`src/rtl/cpu_mem_bank.sv`:
```
// CPU data memory: WIDTH x DEPTH flop array, one write port, one registered read port,
// and a background clear sequencer. Define CPU_MEM_BYPASS_EN for write-first forwarding.
module cpu_mem_bank #(
    parameter int WIDTH = 8,
    parameter int DEPTH = 16,
    localparam int AW = $clog2(DEPTH)
) (
    input  logic             clk,
    input  logic             rst_n,
    input  logic             wr_en,
    input  logic [AW-1:0]    wr_addr,
    input  logic [WIDTH-1:0] wr_data,
    input  logic             rd_en,
    input  logic [AW-1:0]    rd_addr,
    output logic [WIDTH-1:0] rd_data,
    output logic             rd_valid,
    input  logic             clr,
    output logic             busy
);

    localparam logic [0:0]    ST_IDLE  = 1'b0;
    localparam logic [0:0]    ST_CLEAR = 1'b1;
    localparam logic [AW-1:0] LAST_PTR = AW'(DEPTH - 1);

    logic [0:0]             state_q, state_d;
    logic [AW-1:0]          ptr_q, ptr_d;
    logic                   busy_q, busy_d;
    logic [WIDTH-1:0]       rd_data_q, rd_data_d;
    logic                   rd_valid_q, rd_valid_d;
    logic [DEPTH*WIDTH-1:0] mem_flat;
    logic [WIDTH-1:0]       rd_word;
    logic                   idle;
    logic                   clr_we;
    logic                   wr_ok;

    assign idle   = (state_q == ST_IDLE);
    assign clr_we = (state_q == ST_CLEAR);
    // clr wins over a same-cycle write; out-of-range addresses match no word and drop out
    assign wr_ok  = idle & wr_en & ~clr;

    genvar gi;
    generate
        for (gi = 0; gi < DEPTH; gi++) begin : gen_word
            logic [WIDTH-1:0] word_q, word_d;

            always_comb begin
                word_d = word_q;
                if (clr_we && (ptr_q == AW'(gi))) begin
                    word_d = '0;
                end else if (wr_ok && (wr_addr == AW'(gi))) begin
                    word_d = wr_data;
                end
            end

            always_ff @(posedge clk or negedge rst_n) begin
                if (!rst_n) begin
                    word_q <= '0;
                end else begin
                    word_q <= word_d;
                end
            end

            assign mem_flat[gi*WIDTH +: WIDTH] = word_q;
        end
    endgenerate

    // Unmatched (out-of-range) read addresses yield zero
    always_comb begin
        rd_word = '0;
        for (int i = 0; i < DEPTH; i++) begin
            if (rd_addr == AW'(i)) begin
                rd_word = mem_flat[i*WIDTH +: WIDTH];
            end
        end
    end

`ifdef CPU_MEM_BYPASS_EN
    localparam logic [AW:0] DEPTH_W = (AW+1)'(DEPTH);
    logic fwd_hit;
    assign fwd_hit = wr_ok && (wr_addr == rd_addr) && ({1'b0, wr_addr} < DEPTH_W);
`endif

    always_comb begin
        rd_data_d  = rd_data_q;
        rd_valid_d = 1'b0;
        if (idle && rd_en) begin
            rd_valid_d = 1'b1;
`ifdef CPU_MEM_BYPASS_EN
            rd_data_d  = fwd_hit ? wr_data : rd_word;
`else
            rd_data_d  = rd_word;
`endif
        end
    end

    always_comb begin
        state_d = state_q;
        ptr_d   = ptr_q;
        busy_d  = busy_q;
        if (idle) begin
            if (clr) begin
                state_d = ST_CLEAR;
                ptr_d   = '0;
                busy_d  = 1'b1;
            end
        end else begin
            if (ptr_q == LAST_PTR) begin
                state_d = ST_IDLE;
                ptr_d   = '0;
                busy_d  = 1'b0;
            end else begin
                ptr_d = ptr_q + AW'(1);
            end
        end
    end

    always_ff @(posedge clk or negedge rst_n) begin
        if (!rst_n) begin
            state_q    <= ST_IDLE;
            ptr_q      <= '0;
            busy_q     <= 1'b0;
            rd_data_q  <= '0;
            rd_valid_q <= 1'b0;
        end else begin
            state_q    <= state_d;
            ptr_q      <= ptr_d;
            busy_q     <= busy_d;
            rd_data_q  <= rd_data_d;
            rd_valid_q <= rd_valid_d;
        end
    end

    assign rd_data  = rd_data_q;
    assign rd_valid = rd_valid_q;
    assign busy     = busy_q;

endmodule

```
`config.mk`:
```
export PLATFORM = sky130hd
export DESIGN_NAME = cpu_mem_bank
export DESIGN_NICKNAME = d
export VERILOG_FILES = /design/src/rtl/cpu_mem_bank.sv
export SDC_FILE = /design/constraint.sdc
export NUM_CORES = 1
export LEC_CHECK = 0
export CORE_UTILIZATION = 61
export CTS_CLUSTER_DIAMETER = 200
export DETAILED_ROUTE_END_ITERATION = 12
export PLACE_DENSITY_LB_ADDON = 0.25
export SETUP_SLACK_MARGIN = 0.3
export SLEW_MARGIN = 25
export SYNTH_ARGS = -nofsm -noshare
export SYNTH_HDL_FRONTEND = slang
export SYNTH_SLANG_ARGS = --single-unit
```
`constraint.sdc`:
```
create_clock -name clk -period 2.2 [get_ports clk]
set_clock_uncertainty 0.15 [all_clocks]
set_input_delay 0.33 -clock clk [delete_from_list [all_inputs] [get_ports clk]]
set_output_delay 0.33 -clock clk [all_outputs]
set_load 0.01 [all_outputs]
```
==> summary.md <==
| Metric | Value |
|---|---|
| Upper clock frequency limit | 0.521 GHz |
| Number of max-cap violations | 0 |
| Site row count | 38 |
| Unique cell type count in the Yosys netlist | 60 |
| CP endpoint kind | flip-flop |
| Die Width | 109 um |
| Top-area cell type share of the netlist area | 51.4% |
| Leading cell types by total area after synthesis | dfrtp_1 51%, a22o_1 13%, mux2i_1 6.0% |
| Area enclosed by the die boundary | 0.0119 mm2 |
| Half-perimeter wire length after detailed placement | 14,100 um |
| Total global routing track utilization | 38.7% |
| Worst IR drop on VDD | 0.923 mV |
| CORE AREA | 0.0110 mm2 |
| Die H | 109 um |
| Switching fraction of total power | 29.5% |
| Number of routed nets with antenna violations | 0 |
| Slowest library cell on the worst path | mux4_2 |
| Per-cell routed wire length | 25.6 um |
| #FFs+latches synth | 143 |
| Max-Slew Margin vs Limit | 62.4% |
| Leakage power of the design | 4.22 nW |
| Synthesized netlist net count | 616 |
| Number of primary I/O pins | 31 |
| Final net count | 705 |
| TritonCTS clock tree | done |
| Synthesized area per cell | 11.8 um2 |
| Yosys Warn Count | 0 |
| Sequential cell fraction of total power | 39.4% |
| Min Hold Slack | 0.202 ns |
| Ordered cell list for the critical path | mux4_2 > o211a_1 > o221ai_2 > o2111ai_1 > o221a_2 |
| Effective utilization at floorplan | 63.4% |
| Cell at the root of the clock tree | clkbuf_16 |
| Vias per cell | 6.84 |
| CP Launch Type | flip-flop |
| Global-route wire length before repair | 32,800 um |
| Type of the worst setup path | reg -> reg |
| Top FF cell, synth | dfrtp_1 |
| Internal | 5.77 mW |
| Hold/Removal Path Class | in -> reg |
| Period utilization | 87.3% |
| Cell class contributing the biggest share of worst-path delay | compound AO/OA/AOI/OAI gates |
| Clock network latency to the later pin of the worst-skew pair | 0.44 ns |
| Number of antenna violations at the first check in global routing | 0 |
| Hold violation count in the final report | 0 |
| Ranking of synthesized cells by instance count | 143 x dfrtp_1, 106 x a22o_1, 42 x mux2i_1 |
| Placer Congestion | 0.939 |
| Most area-hungry cell type in the Yosys netlist | dfrtp_1 |
| Synthesis-to-layout area growth | 24.9% |
| Total routed wirelength | 21,200 um |
| Crit path largest cell delay | 0.50 ns |
| Final-report max-slew violation count | 0 |
| Total number of vias | 5,685 |
| Clock-pin transition on the worst setup and hold timing paths | 0.06 ns |
| Initial DRC count | 559 |
| Core utilization of the finished layout | 79.3% |
| Worst-Margin Slew | 0.561 ns |
| Bufs and invs on worst path | 0 |
| Residual DRC | 0 |
| Share of the yosys chip area belonging to registers | 51.4% |
| Status | finished, final reports clean |
| Number of clock buffers inserted by TritonCTS | 17 |
| Buffers added on ports | 30 |
| Cell count after synthesis | 591 |
| Arrival time of the worst setup path | 2.09 ns |
| H-tree Lvls | 4 |
| Post-synth EDFFs | 0 |
| RSZ-0062 raised after global routing | true |
| Via count of the first global-routing pass | 5,821 |
| Post-synthesis cell area | 0.00697 mm2 |
| Final global-route overflow total | 0 |
| Data required time at the worst endpoint | 2.37 ns |
| Power per cell area | 939 mW/mm2 |
| Share of final-layout standard cells stronger than drive strength 1 | 26.9% |
| Number of buffers on the longest clock path | 2 |
| Fraction of registers with async set or reset after synthesis | 100% |
| Maximum number of pins on one net before global-route repair | 48 |
| Sinks on Clock Net | 143 |
| Share of total power in combinational logic | 22.3% |
| Total setup violations reported at the end of the flow | 0 |
| Minimum clock period | 1.92 ns |
| Number of antenna cells inserted | 0 |
| Biggest fanout along the worst timing path | 2 |
| Cell with the most instances after synthesis | dfrtp_1 |
| Drt pass-1 iters | 5 |
| Switching power | 2.41 mW |
| Clock share of power | 38.3% |
placed cells by master, fill, tap and decap left out, types with 4 or more instances in the layout:
| master | n |
|---|---|
| nor2_1 | 38 |
| buf_12 | 4 |
| dfrtp_1 | 142 |
| buf_6 | 6 |
| o21ai_1 | 7 |
| nor2_4 | 7 |
| buf_4 | 77 |
| nand2b_1 | 12 |
| o221ai_2 | 5 |
| ha_1 | 4 |
| mux2_2 | 7 |
| o21ai_0 | 23 |
| nor2_2 | 5 |
| clkbuf_16 | 17 |
| inv_1 | 9 |
| nor3_1 | 7 |
| mux4_2 | 7 |
| clkdlybuf4s50_1 | 24 |
| a22o_1 | 106 |
| a21oi_1 | 10 |
| o221ai_1 | 4 |
| o211ai_1 | 4 |
| nand2_1 | 13 |
| o22ai_1 | 7 |
| nor2b_1 | 5 |
| o21a_1 | 7 |
| nand2_2 | 5 |
| a31oi_2 | 5 |
| bufinv_16 | 5 |
| mux2i_1 | 42 |
worst min-delay path, stage by stage:
cell,delay (ns)
dlymetal6s2s_1,0.17
buf_4,0.17
o31ai_1,0.06
area by class of cell:
cell class / instances / area (um2)
clock buffer: 19 / 443
tap: 140 / 175
timing repair buffer: 117 / 1020
sequential: 143 / 3580
fill: 665 / 2280
clock inverter: 11 / 190
multi-input combinational: 391 / 3260
inverter: 10 / 37.5
registers in the layout, indices dropped and copies added, names as in the netlist:
| signal | count |
|---|---|
| clr_we | 1 |
| rd_data | 8 |
| gen_word.word_q | 128 |
| busy | 1 |
| ptr_q | 4 |
| rd_valid | 1 |
metrics by stage:
| stage | TNS (ns) | cell area (um2) | std cells | total power [mW] | setup WS (ns) |
|---|---|---|---|---|---|
| 6_report | 0 | 8700 | 831 | 8.18 | 0.280 |
| 5_1_grt | 0 | 8700 | 831 | 8.44 | 0.240 |
| 4_1_cts | 0 | 8590 | 829 | 8.10 | 0.271 |
| 3_5_place_dp | -9.09 | 7890 | 798 | 4.96 | -0.277 |
| 3_3_place_gp | -4.45 | 7890 | 798 | 4.90 | -0.310 |
| 2_1_floorplan | 0 | 6970 | 591 | 4.20 | 0.331 |
cell families after synthesis:
logic type / share of synthesized area (%)
adder cells (fa/ha/maj): 0.718
multiplexers: 9.43
XOR/XNOR: 0.126
buffers and inverters: 3.90
flip-flops: 51.4
AO/OA/AOI/OAI: 24.9
AND/OR/NAND/NOR: 9.61
final timing paths:
path                            cells after the start  slack (ns)              startpoint                endpoint
worst min-delay path                                3        0.20                     clr                ptr_q[1]
worst max register to register                      5        0.28   gen_word[3].word_q[3]              rd_data[3]
max in group asynchronous                           3        0.99                   rst_n  gen_word[11].word_q[7]
min in group asynchronous                           2        0.23                   rst_n  gen_word[15].word_q[6]
worst min register to register                      1        0.34  gen_word[13].word_q[0]  gen_word[13].word_q[0]
worst max-delay path                                5        0.28   gen_word[3].word_q[3]              rd_data[3]
metal layers:
metal / GRT usage [%] / vias up / routed length, um / part of all wire (%)
li1: - / 2435 / - / -
met1: 53.4 / 2864 / 8930 / 42
met2: 55.9 / 324 / 9510 / 45
met3: 9.80 / 62 / 2000 / 9.4
met4: 20.8 / 0 / 809 / 3.8
met5: 0 / - / 0 / 0
power by group through the flow:
stage | sequential, mW | clock [mW] | combinational (mW)
after floorplan | 3.15 | 0 | 1.05
after global placement | 3.23 | 0 | 1.67
after detailed placement | 3.23 | 0 | 1.73
after CTS | 3.20 | 3.13 | 1.76
after global routing | 3.25 | 3.24 | 1.95
final | 3.22 | 3.13 | 1.82
what timing repair did:
| action | CTS | global route |
|---|---|---|
| gates resized for setup | 19 | 28 |
| hold buffers | 1 | 0 |
| buffers inserted | 0 | 2 |
| endpoints found under the hold margin | 30 | 0 |
| endpoints found under the setup margin | 27 | 80 |
| pin swaps | 5 | 4 |
No activity file was read; power rests on OpenSTA's default activity.
